===== config.mk =====
export PLATFORM = sky130hd
export DESIGN_NAME = ps2_key_decoder_flat
export DESIGN_NICKNAME = d
export VERILOG_FILES = /design/src/rtl/ps2_key_decoder_if.sv /design/src/rtl/ps2_key_decoder.sv /design/src/flat_wrapper.sv
export SDC_FILE = /design/constraint.sdc
export NUM_CORES = 1
export LEC_CHECK = 0
export CORE_ASPECT_RATIO = 0.75
export CORE_MARGIN = 3
export CORE_UTILIZATION = 25
export DETAILED_ROUTE_END_ITERATION = 6
export PLACE_DENSITY = 0.42
export RECOVER_POWER = 25
export SYNTH_ARGS = -nofsm -noshare
export SYNTH_HDL_FRONTEND = slang
export SYNTH_SLANG_ARGS = --single-unit

===== constraint.sdc =====
create_clock -name clk -period 4.2 [get_ports clk]
set_clock_uncertainty 0.15 [all_clocks]
set_input_delay 0.84 -clock clk [delete_from_list [all_inputs] [get_ports clk]]
set_output_delay 0.84 -clock clk [all_outputs]
set_load 0.01 [all_outputs]

===== src/rtl/ps2_key_decoder_if.sv =====
// PS/2 FIFO handshake plus decoded key-event outputs of ps2_key_decoder.
// master = FIFO/host side, slave = decoder side.
interface ps2_key_decoder_if #(
  parameter int unsigned CNT_W = 8
);
  logic [7:0]       data;
  logic             ready;
  logic             overflow;
  logic             nextdata_n;
  logic             key_valid;
  logic [7:0]       key_code;
  logic             key_ext;
  logic             key_break;
  logic             key_repeat;
  logic [7:0]       ascii;
  logic             shift;
  logic             caps;
  logic             key_down;
  logic [CNT_W-1:0] press_cnt;
  logic             err;
  logic             ovf_seen;

  modport master (
    output data, ready, overflow,
    input  nextdata_n, key_valid, key_code, key_ext, key_break, key_repeat,
    input  ascii, shift, caps, key_down, press_cnt, err, ovf_seen
  );

  modport slave (
    input  data, ready, overflow,
    output nextdata_n, key_valid, key_code, key_ext, key_break, key_repeat,
    output ascii, shift, caps, key_down, press_cnt, err, ovf_seen
  );
endinterface


===== src/rtl/ps2_key_decoder.sv =====
// Pops PS/2 set-2 bytes from a FIFO and turns them into key events with
// make/break/repeat flags, modifier state, ASCII and a press counter.
module ps2_key_decoder #(
  parameter int unsigned CNT_W = 8
) (
  input logic           clk,
  input logic           rst,
  ps2_key_decoder_if.slave bus
);

  typedef enum logic [1:0] {StWait, StDec, StGap} state_e;

  state_e           state_q;
  logic [7:0]       byte_q;
  logic             ext_q, brk_q;
  logic [8:0]       held_q;
  logic             nextdata_n_q, key_valid_q, err_q, ovf_seen_q;
  logic [7:0]       key_code_q, ascii_q;
  logic             key_ext_q, key_break_q, key_repeat_q;
  logic             shift_q, caps_q;
  logic [CNT_W-1:0] press_cnt_q;

  logic [8:0] code9;
  logic       is_mod, is_caps, is_repeat;
  logic [7:0] ascii_lc, ascii_d;

  function automatic logic [7:0] set2_lower(input logic [7:0] code);
    case (code)
      8'h1C: return 8'h61; 8'h32: return 8'h62; 8'h21: return 8'h63; 8'h23: return 8'h64;
      8'h24: return 8'h65; 8'h2B: return 8'h66; 8'h34: return 8'h67; 8'h33: return 8'h68;
      8'h43: return 8'h69; 8'h3B: return 8'h6a; 8'h42: return 8'h6b; 8'h4B: return 8'h6c;
      8'h3A: return 8'h6d; 8'h31: return 8'h6e; 8'h44: return 8'h6f; 8'h4D: return 8'h70;
      8'h15: return 8'h71; 8'h2D: return 8'h72; 8'h1B: return 8'h73; 8'h2C: return 8'h74;
      8'h3C: return 8'h75; 8'h2A: return 8'h76; 8'h1D: return 8'h77; 8'h22: return 8'h78;
      8'h35: return 8'h79; 8'h1A: return 8'h7a;
      8'h45: return 8'h30; 8'h16: return 8'h31; 8'h1E: return 8'h32; 8'h26: return 8'h33;
      8'h25: return 8'h34; 8'h2E: return 8'h35; 8'h36: return 8'h36; 8'h3D: return 8'h37;
      8'h3E: return 8'h38; 8'h46: return 8'h39;
      8'h29: return 8'h20;
      8'h5A: return 8'h0D;
      default: return 8'h00;
    endcase
  endfunction

  always_comb begin
    code9     = {ext_q, byte_q};
    is_mod    = !ext_q && (byte_q == 8'h12 || byte_q == 8'h59);
    is_caps   = !ext_q && (byte_q == 8'h58);
    // held never contains 0, and 00h never reaches the event path
    is_repeat = !brk_q && (code9 == held_q);
    ascii_lc  = set2_lower(byte_q);
    ascii_d   = 8'h00;
    if (!ext_q && !brk_q) begin
      ascii_d = ascii_lc;
      if ((shift_q ^ caps_q) && ascii_lc >= 8'h61 && ascii_lc <= 8'h7a) begin
        ascii_d = ascii_lc - 8'h20;
      end
    end
  end

  always_ff @(posedge clk) begin
    if (rst) begin
      state_q      <= StWait;
      byte_q       <= '0;
      ext_q        <= 1'b0;
      brk_q        <= 1'b0;
      held_q       <= '0;
      nextdata_n_q <= 1'b1;
      key_valid_q  <= 1'b0;
      err_q        <= 1'b0;
      ovf_seen_q   <= 1'b0;
      key_code_q   <= '0;
      ascii_q      <= '0;
      key_ext_q    <= 1'b0;
      key_break_q  <= 1'b0;
      key_repeat_q <= 1'b0;
      shift_q      <= 1'b0;
      caps_q       <= 1'b0;
      press_cnt_q  <= '0;
    end else begin
      if (bus.overflow) ovf_seen_q <= 1'b1;
      key_valid_q  <= 1'b0;
      err_q        <= 1'b0;
      nextdata_n_q <= 1'b1;
      unique case (state_q)
        StWait: begin
          if (bus.ready) begin
            byte_q       <= bus.data;
            nextdata_n_q <= 1'b0;
            state_q      <= StDec;
          end
        end
        StDec: begin
          state_q <= StGap;
          if (byte_q == 8'hE0) begin
            ext_q <= 1'b1;
          end else if (byte_q == 8'hF0) begin
            brk_q <= 1'b1;
          end else if (byte_q == 8'h00 || byte_q == 8'hFF) begin
            ext_q <= 1'b0;
            brk_q <= 1'b0;
            err_q <= 1'b1;
          end else begin
            ext_q        <= 1'b0;
            brk_q        <= 1'b0;
            key_valid_q  <= 1'b1;
            key_code_q   <= byte_q;
            key_ext_q    <= ext_q;
            key_break_q  <= brk_q;
            key_repeat_q <= is_repeat;
            ascii_q      <= ascii_d;
            if (is_mod) begin
              shift_q <= !brk_q;
            end else if (!brk_q) begin
              if (!is_repeat) begin
                press_cnt_q <= press_cnt_q + CNT_W'(1);
                // caps lock toggles but is never tracked as the held key
                if (is_caps) caps_q <= !caps_q;
                else         held_q <= code9;
              end
            end else if (code9 == held_q) begin
              held_q <= '0;
            end
          end
        end
        StGap:   state_q <= StWait;
        default: state_q <= StWait;
      endcase
    end
  end

  assign bus.nextdata_n = nextdata_n_q;
  assign bus.key_valid  = key_valid_q;
  assign bus.key_code   = key_code_q;
  assign bus.key_ext    = key_ext_q;
  assign bus.key_break  = key_break_q;
  assign bus.key_repeat = key_repeat_q;
  assign bus.ascii      = ascii_q;
  assign bus.shift      = shift_q;
  assign bus.caps       = caps_q;
  assign bus.key_down   = (held_q != '0);
  assign bus.press_cnt  = press_cnt_q;
  assign bus.err        = err_q;
  assign bus.ovf_seen   = ovf_seen_q;

endmodule


===== src/flat_wrapper.sv =====
// flat-port wrapper written by rule: the top's interface ports become plain ports
module ps2_key_decoder_flat 
#(
  parameter int unsigned CNT_W = 8
)
  (clk, rst, bus_data, bus_ready, bus_overflow, bus_nextdata_n, bus_key_valid, bus_key_code, bus_key_ext, bus_key_break, bus_key_repeat, bus_ascii, bus_shift, bus_caps, bus_key_down, bus_press_cnt, bus_err, bus_ovf_seen);
  ps2_key_decoder_if #(.CNT_W(CNT_W)) bus_i ();
  input logic clk;
  input logic rst;
  input wire logic [$bits(bus_i.data)-1:0] bus_data;
  input wire logic [$bits(bus_i.ready)-1:0] bus_ready;
  input wire logic [$bits(bus_i.overflow)-1:0] bus_overflow;
  output wire logic [$bits(bus_i.nextdata_n)-1:0] bus_nextdata_n;
  output wire logic [$bits(bus_i.key_valid)-1:0] bus_key_valid;
  output wire logic [$bits(bus_i.key_code)-1:0] bus_key_code;
  output wire logic [$bits(bus_i.key_ext)-1:0] bus_key_ext;
  output wire logic [$bits(bus_i.key_break)-1:0] bus_key_break;
  output wire logic [$bits(bus_i.key_repeat)-1:0] bus_key_repeat;
  output wire logic [$bits(bus_i.ascii)-1:0] bus_ascii;
  output wire logic [$bits(bus_i.shift)-1:0] bus_shift;
  output wire logic [$bits(bus_i.caps)-1:0] bus_caps;
  output wire logic [$bits(bus_i.key_down)-1:0] bus_key_down;
  output wire logic [$bits(bus_i.press_cnt)-1:0] bus_press_cnt;
  output wire logic [$bits(bus_i.err)-1:0] bus_err;
  output wire logic [$bits(bus_i.ovf_seen)-1:0] bus_ovf_seen;
  assign bus_i.data = bus_data;
  assign bus_i.ready = bus_ready;
  assign bus_i.overflow = bus_overflow;
  assign bus_nextdata_n = bus_i.nextdata_n;
  assign bus_key_valid = bus_i.key_valid;
  assign bus_key_code = bus_i.key_code;
  assign bus_key_ext = bus_i.key_ext;
  assign bus_key_break = bus_i.key_break;
  assign bus_key_repeat = bus_i.key_repeat;
  assign bus_ascii = bus_i.ascii;
  assign bus_shift = bus_i.shift;
  assign bus_caps = bus_i.caps;
  assign bus_key_down = bus_i.key_down;
  assign bus_press_cnt = bus_i.press_cnt;
  assign bus_err = bus_i.err;
  assign bus_ovf_seen = bus_i.ovf_seen;
  ps2_key_decoder #(.CNT_W(CNT_W)) u_core (.clk(clk), .rst(rst), .bus(bus_i));
endmodule

==> metrics, run 1 <==
H-Tree Depth=3; DR vias/cell=5.185; Setup crit end kind=flip-flop; filler cell count=~1400; non-filler instance count after layout=670; post-layout min period=3.461 ns; Final HPWL DP=approximately 7.6 mm; share of layout cells above drive strength 1=between 7 and 8%; Die Y=between 100 and 150 µm; period utilization=between 80% and 90%; multi-input logic area=between 0.002 and 0.0025 mm²; status=completed; Routed wire per std cell=around 16 µm; total grt overflow=0; Worst Path Arrival=between 3 and 4 ns; DRT iter0 DRCs=324; RSZ-0062 raised after global routing=false; Setup Total Neg Slack=0 ns; Slew Limit Fails=0; Die Footprint=0.01567 mm²; RePlAce Congestion=between 0.8 and 0.9; Final WS setup=~0.74 ns; Max Cap Viol=0; number of CTS-inserted buffers=9; pre-CTS WS=around 0.61 ns; Synth Flop Type=dfxtp_1; syn nets=between 400 and 500; total power=around 1.7 mW; Setup CP Type=in -> reg; Util after Layout=between 30% and 40%; first-pass detailed-route iteration total=4; CP Launch Point=bus_ready; Fmax achieved=a little under 0.3 GHz; first-pass GRT wire length=about 18 mm; Final setup viols=0; # port buffers=45; Initial Util=around a quarter; HP Start=u_core.bus.ascii[2]$_SDFFE_PP0P_; post-route cell area=0.004482 mm²; Synth top area share=~34%; Via Count=roughly 3500; Max Root-Sink Buffers=2; antenna-violating nets left=0; worst r2r src=u_core.byte_q[0]$_SDFFE_PP0N_; syn avg cell area=about 7.7 µm²; most frequent cell after synthesis=nand2_1; postcts setup bufs=0; number of global-route vias before repair=approximately 3400; final hold vios=0; Routed Wire Length=10.82 mm; Syn Inst Count=459; Rows=37; Worst Tran Pin Value=approximately 1.1 ns; Placeable Area=0.01380 mm²; worst-skew pair later-pin latency=between 0.3 and 0.4 ns; post_cts resized=0; final net count=between 500 and 600; Root Buffer=clkbuf_16; CP max FO=23; num ports=46; antenna violations before repair=0; Min-Delay Path Class=reg -> reg; post-synth top area cell=dfxtp_1; Post-Syn Area=0.003547 mm²; top cells by area, synth=dfxtp_1, nand2_1, a21oi_1; power per cell area=389.2 mW/mm²; die width=143.5 µm; R2R Setup Slk=roughly 0.74 ns; clock sink count=61; Async S/R FF share, synth=0%; worst endpoint required time=between 4 and 5 ns; Rel. slew slack=29.88%; synth unique cells=between 50 and 60; Area Overhead vs Synth=26.35%; Leak=1.641 nW; Clock Pin Slew Worst Setup and Hold Paths=roughly 0.06 ns; commonest cells in the synthesized netlist=nand2_1, dfxtp_1, a21oi_1; Critical Path Source Type=input pin; highest ir drop seen on vdd=~0.22 mV; CTS tree=yes; CTS Hold Bufs=0; largest net degree at the start of global routing=50; Post-synth EDFFs=0; GRT Resource Usage Total=14.20%; Synth Register Bits=a little over 60; YS warnings=0; register area share after synthesis=about a third; ANT cells=0; placed cells=about 650; Placed Instance Area=0.004148 mm²; register area=roughly 0.0012 mm²; WHS=between 0.3 and 0.4 ns; Remaining DRCs=0
layout by cell type, fill, tap and decap left out, drive strengths merged, types with 4 or more instances in the layout:
cell	instances
nand3b	9
nor2	26
o21ai	21
o211ai	4
dfxtp	61
or3	5
nor4	7
clkdlybuf4s50	31
nor2b	6
dlygate4sd3	13
a31oi	7
nand2	67
a21o	5
ha	10
xor2	9
xnor2	6
a21oi	43
nand3	25
inv	15
nor3	18
o221ai	4
clkbuf	12
nand2b	11
buf	10
mux2i	12
nand4	7
worst paths after layout:
check                                     end  cells after the start
min reg2reg  u_core.bus.ascii[2]$_SDFFE_PP0P_                      2
max reg2reg     u_core.held_q[8]$_SDFFE_PP0P_                      7
max                                 flip-flop                     10
min          u_core.bus.ascii[2]$_SDFFE_PP0P_                      2
worst max-delay path: stages:
cell and delay (ns):
dlygate4sd3_1 0.54, nor3b_1 0.18, buf_4 0.31, mux2i_1 0.36, buf_4 0.22, ha_1 0.30
nand2_1 0.15, a21boi_0 0.35, o21ai_0 0.20, o221ai_1 0.10
power by group:
part | internal [mW] | switching, mW | total [mW]
Sequential | 0.599 | 0.0325 | 0.632
Clock | 0.582 | 0.274 | 0.856
Combinational | 0.0992 | 0.157 | 0.256
final cells by class:
| class | instances | share of cell area (%) |
|---|---|---|
| Timing Repair Buffer | 57 | 11.75 |
| Tap cell | 175 | 4.886 |
| Inverter | 15 | 1.256 |
| Clock inverter | 7 | 2.736 |
| Sequential cell | 61 | 27.25 |
| Clock buffer | 9 | 5.025 |
| Multi-Input combinational cell | 346 | 47.10 |
cell families after synthesis:
group                      count (synthesis)  synth area share [%]
and+or+nand+nor                          200                 28.89
xor gates and xnor gates                  15                 3.704
muxes                                     14                 4.021
DFF                                       61                 34.43
adders and majority gates                 10                 3.527
buffers and inverters                     52                 5.926
AOI/OAI and AO/OA                        107                 19.51
metal layers:
metal / track usage [%] / vias up / part of all wire (%)
met3: 3.946 / 22 / 6.2
li1: - / 1702 / -
met4: 3.696 / 0 / 1.7
met2: 20.48 / 118 / 41
met1: 20.70 / 1632 / 51
met5: 0 / - / 0
Power figures use the tool's default switching activity.
==> inputs of run 2 (changes only) <==
- PLACE_DENSITY: 0.42 -> 0.44
- clock period: 4.2 -> 2.8 ns (I/O delays scaled with it)
==> metrics, run 2 (same netlist as run 1, synthesis figures left out) <==
CP delay by family, top=compound AO/OA/AOI/OAI gates; antenna-violating nets left=0 (unchanged); Placed Instance Area=0.004519 mm² (+9.0%); H-Tree Depth=3 (unchanged); Rows=37 (unchanged); commonest non-fill, non-tap cell in the layout=nand2_1; period utilization=between 90 and 100%; number of CTS-inserted buffers=9 (unchanged); Area Overhead vs Synth=41.16%; Worst Path Arrival=2.85 ns (-0.71 ns); Slowest cell on crit path=clkdlybuf4s50_1; DR vias/cell=5.028 (-3.0%); Root Buffer=clkbuf_16; Die Y=109.2 µm (unchanged); share of layout cells above drive strength 1=20.47% (+13 points); total grt overflow=0 (unchanged); power per cell area=533.4 mW/mm² (+37%); CTS tree=yes; Clk pwr share=45.7% (-3.4 points); Psw=712.8 µW (+54%); DRT iter0 DRCs=320 (-1.2%); Worst path max stage delay=0.48 ns (-0.06 ns); RePlAce Congestion=0.8808 (-1.4%); die width=143.5 µm (unchanged); Via Count=3655 (+5.2%); worst-skew pair later-pin latency=0.33 ns (about the same); Final HPWL DP=8.715 mm (+14%); Clock Pin Slew Worst Setup and Hold Paths=0.05 ns (about the same); post-route cell area=0.005007 mm² (+12%); Setup CP Type=in -> reg; Rel. slew slack=48.49% (+19 points); highest ir drop seen on vdd=0.3141 mV (+46%); Worst Tran Pin Value=0.7629 ns (-0.2889 ns); post-layout min period=around 2.7 ns; ANT cells=0 (unchanged); first-pass detailed-route iteration total=5 (+1); Max Root-Sink Buffers=2 (unchanged); Routed wire per std cell=16.58 µm (+2.7%); crit path cell chain=clkdlybuf4s50_1 -> nor3b_4 -> buf_6 -> mux2i_4 -> ha_1 -> a31oi_1 -> a311oi_1 -> a41o_1 -> a221o_1; sequential power share=34.8% (-1.4 points); Final setup viols=0 (unchanged); largest net degree at the start of global routing=37 (-26%); Fmax achieved=between 0.3 and 0.4 GHz; Remaining DRCs=0 (unchanged); worst endpoint required time=2.92 ns (-1.38 ns); P_int=1.958 mW (+53%); first-pass GRT wire length=19.00 mm (+7.7%); Leak=1.912 nW (+16%); antenna violations before repair=0 (unchanged); worst path buffer plus inverter count=2 (-1); WHS=0.3054 ns (+0.003310 ns); Combinational Power Share=19.5% (+4.8 points); CP max FO=4 (-83%); clock sink count=61 (unchanged); status=completed; Placeable Area=0.01380 mm² (unchanged); final net count=569 (+11%); number of global-route vias before repair=3581 (+6.6%); Initial Util=25.71% (unchanged); non-filler instance count after layout=727 (+8.5%); num ports=46 (unchanged); Max Cap Viol=0 (unchanged); Routed Wire Length=12.05 mm (+11%); # port buffers=45 (unchanged); CTS Hold Bufs=0 (unchanged); final hold vios=0 (unchanged); Critical Path Source Type=input pin; filler cell count=1412 (-2.0%); commonest cells after routing, fill and taps aside=nand2_1, buf_4, dfxtp_1; sw frac=26.69% (+0.099 points); placed cells=703 (+7.5%); Setup Total Neg Slack=0 ns (unchanged); Slew Limit Fails=0 (unchanged); GRT Resource Usage Total=15.66% (+1.5 points); Min-Delay Path Class=reg -> reg; Setup crit end kind=flip-flop; Die Footprint=0.01567 mm² (unchanged)
run 2: path summary, 6_finish.rpt:
check	startpoint	end	slack, ns	cells after the start
worst max-delay path	bus_ready	flip-flop	0.08	9
worst min-delay path	u_core.bus.key_code[4]$_SDFFE_PP0P_	u_core.bus.key_code[4]$_SDFFE_PP0P_	0.31	2
worst max register to register	u_core.byte_q[7]$_SDFFE_PP0N_	u_core.held_q[2]$_SDFFE_PP0P_	0.24	8
worst min register to register	u_core.bus.key_code[4]$_SDFFE_PP0P_	u_core.bus.key_code[4]$_SDFFE_PP0P_	0.31	2
run 2: final cells by class:
| type | count | area (µm²) | area share, % |
|---|---|---|---|
| Multi-Input combinational cell | 346 | 2206 | 44.05 |
| Sequential cell | 61 | 1222 | 24.41 |
| Timing Repair Buffer | 114 | 975.9 | 19.49 |
| Clock buffer | 13 | 260.3 | 5.197 |
| Tap cell | 175 | 219.0 | 4.373 |
| Clock inverter | 3 | 67.56 | 1.349 |
| Inverter | 15 | 56.30 | 1.124 |
run 2: routing by layer:
metal | track usage [%] | wire length (µm) | vias to the layer above
met4 | 4.368 | 227 | 0
li1 | - | - | 1815
met5 | 0 | 0 | -
met3 | 4.910 | 813 | 22
met2 | 22.58 | 5135 | 109
met1 | 22.37 | 5876 | 1709
run 2: stage by stage:
| stage | worst slack, ns | util [%] | total power, mW |
|---|---|---|---|
| detailed placement | -0.3561 | 32.76 | 1.424 |
| global placement | -0.3477 | 32.76 | 1.425 |
| CTS | 0.003645 | 35.21 | 2.658 |
| global route | -0.01403 | 36.30 | 2.793 |
| floorplan | 0.007236 | - | 1.216 |
| finish | 0.07542 | 36.30 | 2.671 |
run 2: power by group through the flow:
stage	Clock, mW	Combinational [mW]	Sequential (mW)
finish	1.22	0.520	0.930
global route	1.29	0.571	0.934
CTS	1.25	0.482	0.929
detailed placement	0	0.477	0.947
global placement	0	0.478	0.947
floorplan	0	0.277	0.939
run 2: tightest hold or removal path, cell delays in order, from the launching register on:
cell and delay, ns:
dfxtp_1 0.31, nand2_1 0.05, a21oi_1 0.05
run 2: timing repair:
action	in CTS	in global routing
buffers inserted	0	7
pin swaps	0	3
gates resized for setup	2	24
gates cloned	0	1
endpoints found under the setup margin	3	14
==> inputs of run 3 (changes only) <==
- CORE_MARGIN: 3 -> 5
==> metrics, run 3 (same netlist as run 1, synthesis figures left out) <==
status=completed; clock sink count=61 (unchanged); Routed wire per std cell=16.86 µm (+1.7%); worst-skew pair later-pin latency=0.33 ns (about the same); period utilization=98.26% (+0.96 points); DRT iter0 DRCs=302 (-5.6%); Final HPWL DP=9.102 mm (+4.4%); Final setup viols=0 (unchanged); Max Cap Viol=0 (unchanged); DR vias/cell=5.049 (+0.43%); Fmax achieved=0.3635 GHz (-0.97%); RSZ-0062 raised after global routing=true; Remaining DRCs=0 (unchanged); power per cell area=555.2 mW/mm² (+4.1%); Min-Delay Path Class=reg -> reg; Die Footprint=0.01670 mm² (+6.6%); Worst path max stage delay=0.48 ns (about the same); Setup CP Type=in -> reg; RePlAce Congestion=0.8663 (-1.6%); Placed Instance Area=0.004602 mm² (+1.8%); H-Tree Depth=3 (unchanged); Initial Util=25.71% (unchanged); first-pass detailed-route iteration total=5 (unchanged); share of layout cells above drive strength 1=20.00% (-0.47 points); Routed Wire Length=12.31 mm (+2.1%); commonest non-fill, non-tap cell in the layout=buf_4; antenna violations before repair=0 (unchanged); Slew Limit Fails=0 (unchanged); Rows=37 (unchanged); antenna-violating nets left=0 (unchanged); post-layout min period=2.751 ns (+0.02680 ns); Clock Pin Slew Worst Setup and Hold Paths=0.05 ns (about the same); worst endpoint required time=2.85 ns (-0.07 ns); Die Y=113.2 µm (+3.7%); Max Root-Sink Buffers=2 (unchanged); Worst Path Arrival=2.80 ns (-0.05 ns); final net count=572 (+0.53%); Leak=1.934 nW (+1.2%); Setup Total Neg Slack=0 ns (unchanged); final hold vios=0 (unchanged); HP Start=u_core.bus.key_code[3]$_SDFFE_PP0P_; crit path cell chain=clkdlybuf4s50_1 -> nor3b_2 -> buf_6 -> buf_4 -> mux2_2 -> o311a_1 -> buf_4 -> a221oi_2 -> o221ai_1; worst r2r src=u_core.byte_q[7]$_SDFFE_PP0N_; commonest cells after routing, fill and taps aside=buf_4, nand2_1, dfxtp_1; # port buffers=45 (unchanged); CP delay by family, top=buffers and inverters; first-pass GRT wire length=20.02 mm (+5.4%); highest ir drop seen on vdd=0.2810 mV (-11%); postcts setup bufs=0 (unchanged); crit-path most repeated cell=buf_4; Worst Tran Pin Value=0.9708 ns (+0.2079 ns); die width=147.5 µm (+2.8%); number of CTS-inserted buffers=9 (unchanged); Area Overhead vs Synth=41.59%; largest net degree at the start of global routing=47 (+27%); CTS tree=yes; Root Buffer=clkbuf_16; ANT cells=0 (unchanged); num ports=46 (unchanged); Rel. slew slack=35.28% (-13 points); Setup crit end kind=flip-flop; Via Count=3686 (+0.85%); CP Launch Point=bus_ready; Critical Path Source Type=input pin; filler cell count=1434 (+1.6%); CP max FO=7 (+3); GRT Resource Usage Total=15.01% (-0.65 points); post-route cell area=0.005022 mm² (+0.30%); Placeable Area=0.01380 mm² (unchanged); number of global-route vias before repair=3652 (+2.0%); total grt overflow=0 (unchanged); worst path buffer plus inverter count=4 (+2); Slowest cell on crit path=clkdlybuf4s50_1
==> run 3: cell count changes in the layout (fill, tap and decap cells not counted), sizes merged <==
cell,change
clkinvlp,-1
bufinv,+1
clkbuf,+2
buf,+1
==> run 3: metrics by stage <==
stage	std cells	power, mW	hold WS [ns]	setup WS, ns	utilization (%)
after floorplan	459	1.216	0.3053	0.007236	-
after global placement	714	1.453	0.2996	-0.3437	33.36
after detailed placement	714	1.450	0.3011	-0.3453	33.36
after CTS	730	2.802	0.3087	0.03742	35.97
after global routing	730	2.920	0.3293	-0.06132	36.40
final	730	2.789	0.3052	0.04862	36.40
==> run 3: per-layer routing <==
layer	track usage, %	share of wire (%)	up-vias
li1	-	-	1815
met1	22.46	53	1770
met2	21.62	42	89
met3	3.203	4.4	12
met4	3.973	0.86	0
met5	0	0	-
==> run 3: area by class of cell <==
cell class / instances / area (µm²) / share of cell area, %
repair buffers: 117 / 985.9 / 19.63
well taps: 175 / 219.0 / 4.360
inverters: 15 / 56.30 / 1.121
flip-flops and latches: 61 / 1222 / 24.34
multi-input cells: 346 / 2178 / 43.37
clock buffers: 13 / 270.3 / 5.381
clock inverters: 3 / 90.09 / 1.794
==> run 3: worst paths after layout <==
check	slack (ns)	depth (start not counted)	endpoint
worst max-delay path	0.05	9	flip-flop
worst min-delay path	0.31	2	u_core.bus.key_code[3]$_SDFFE_PP0P_
worst max register to register	0.23	8	u_core.held_q[6]$_SDFFE_PP0P_
worst min register to register	0.31	2	u_core.bus.key_code[3]$_SDFFE_PP0P_
==> run 3: worst min-delay path, stage by stage (launching register included) <==
cell	delay, ns
dfxtp_1	0.31
nand2_1	0.05
a21oi_1	0.05
==> run 3: what timing repair did <==
item / in CTS / in global routing
pin swaps: 0 / 0
hold buffers: 0 / 0
gates cloned: 0 / 0
endpoints found under the hold margin: 0 / 0
endpoints found under the setup margin: 1 / 9
resized for setup: 1 / 16
==> run 3: report_power, final <==
group,internal [mW],switching [mW]
logic,0.233,0.288
clock network,0.942,0.395
registers,0.900,0.0301
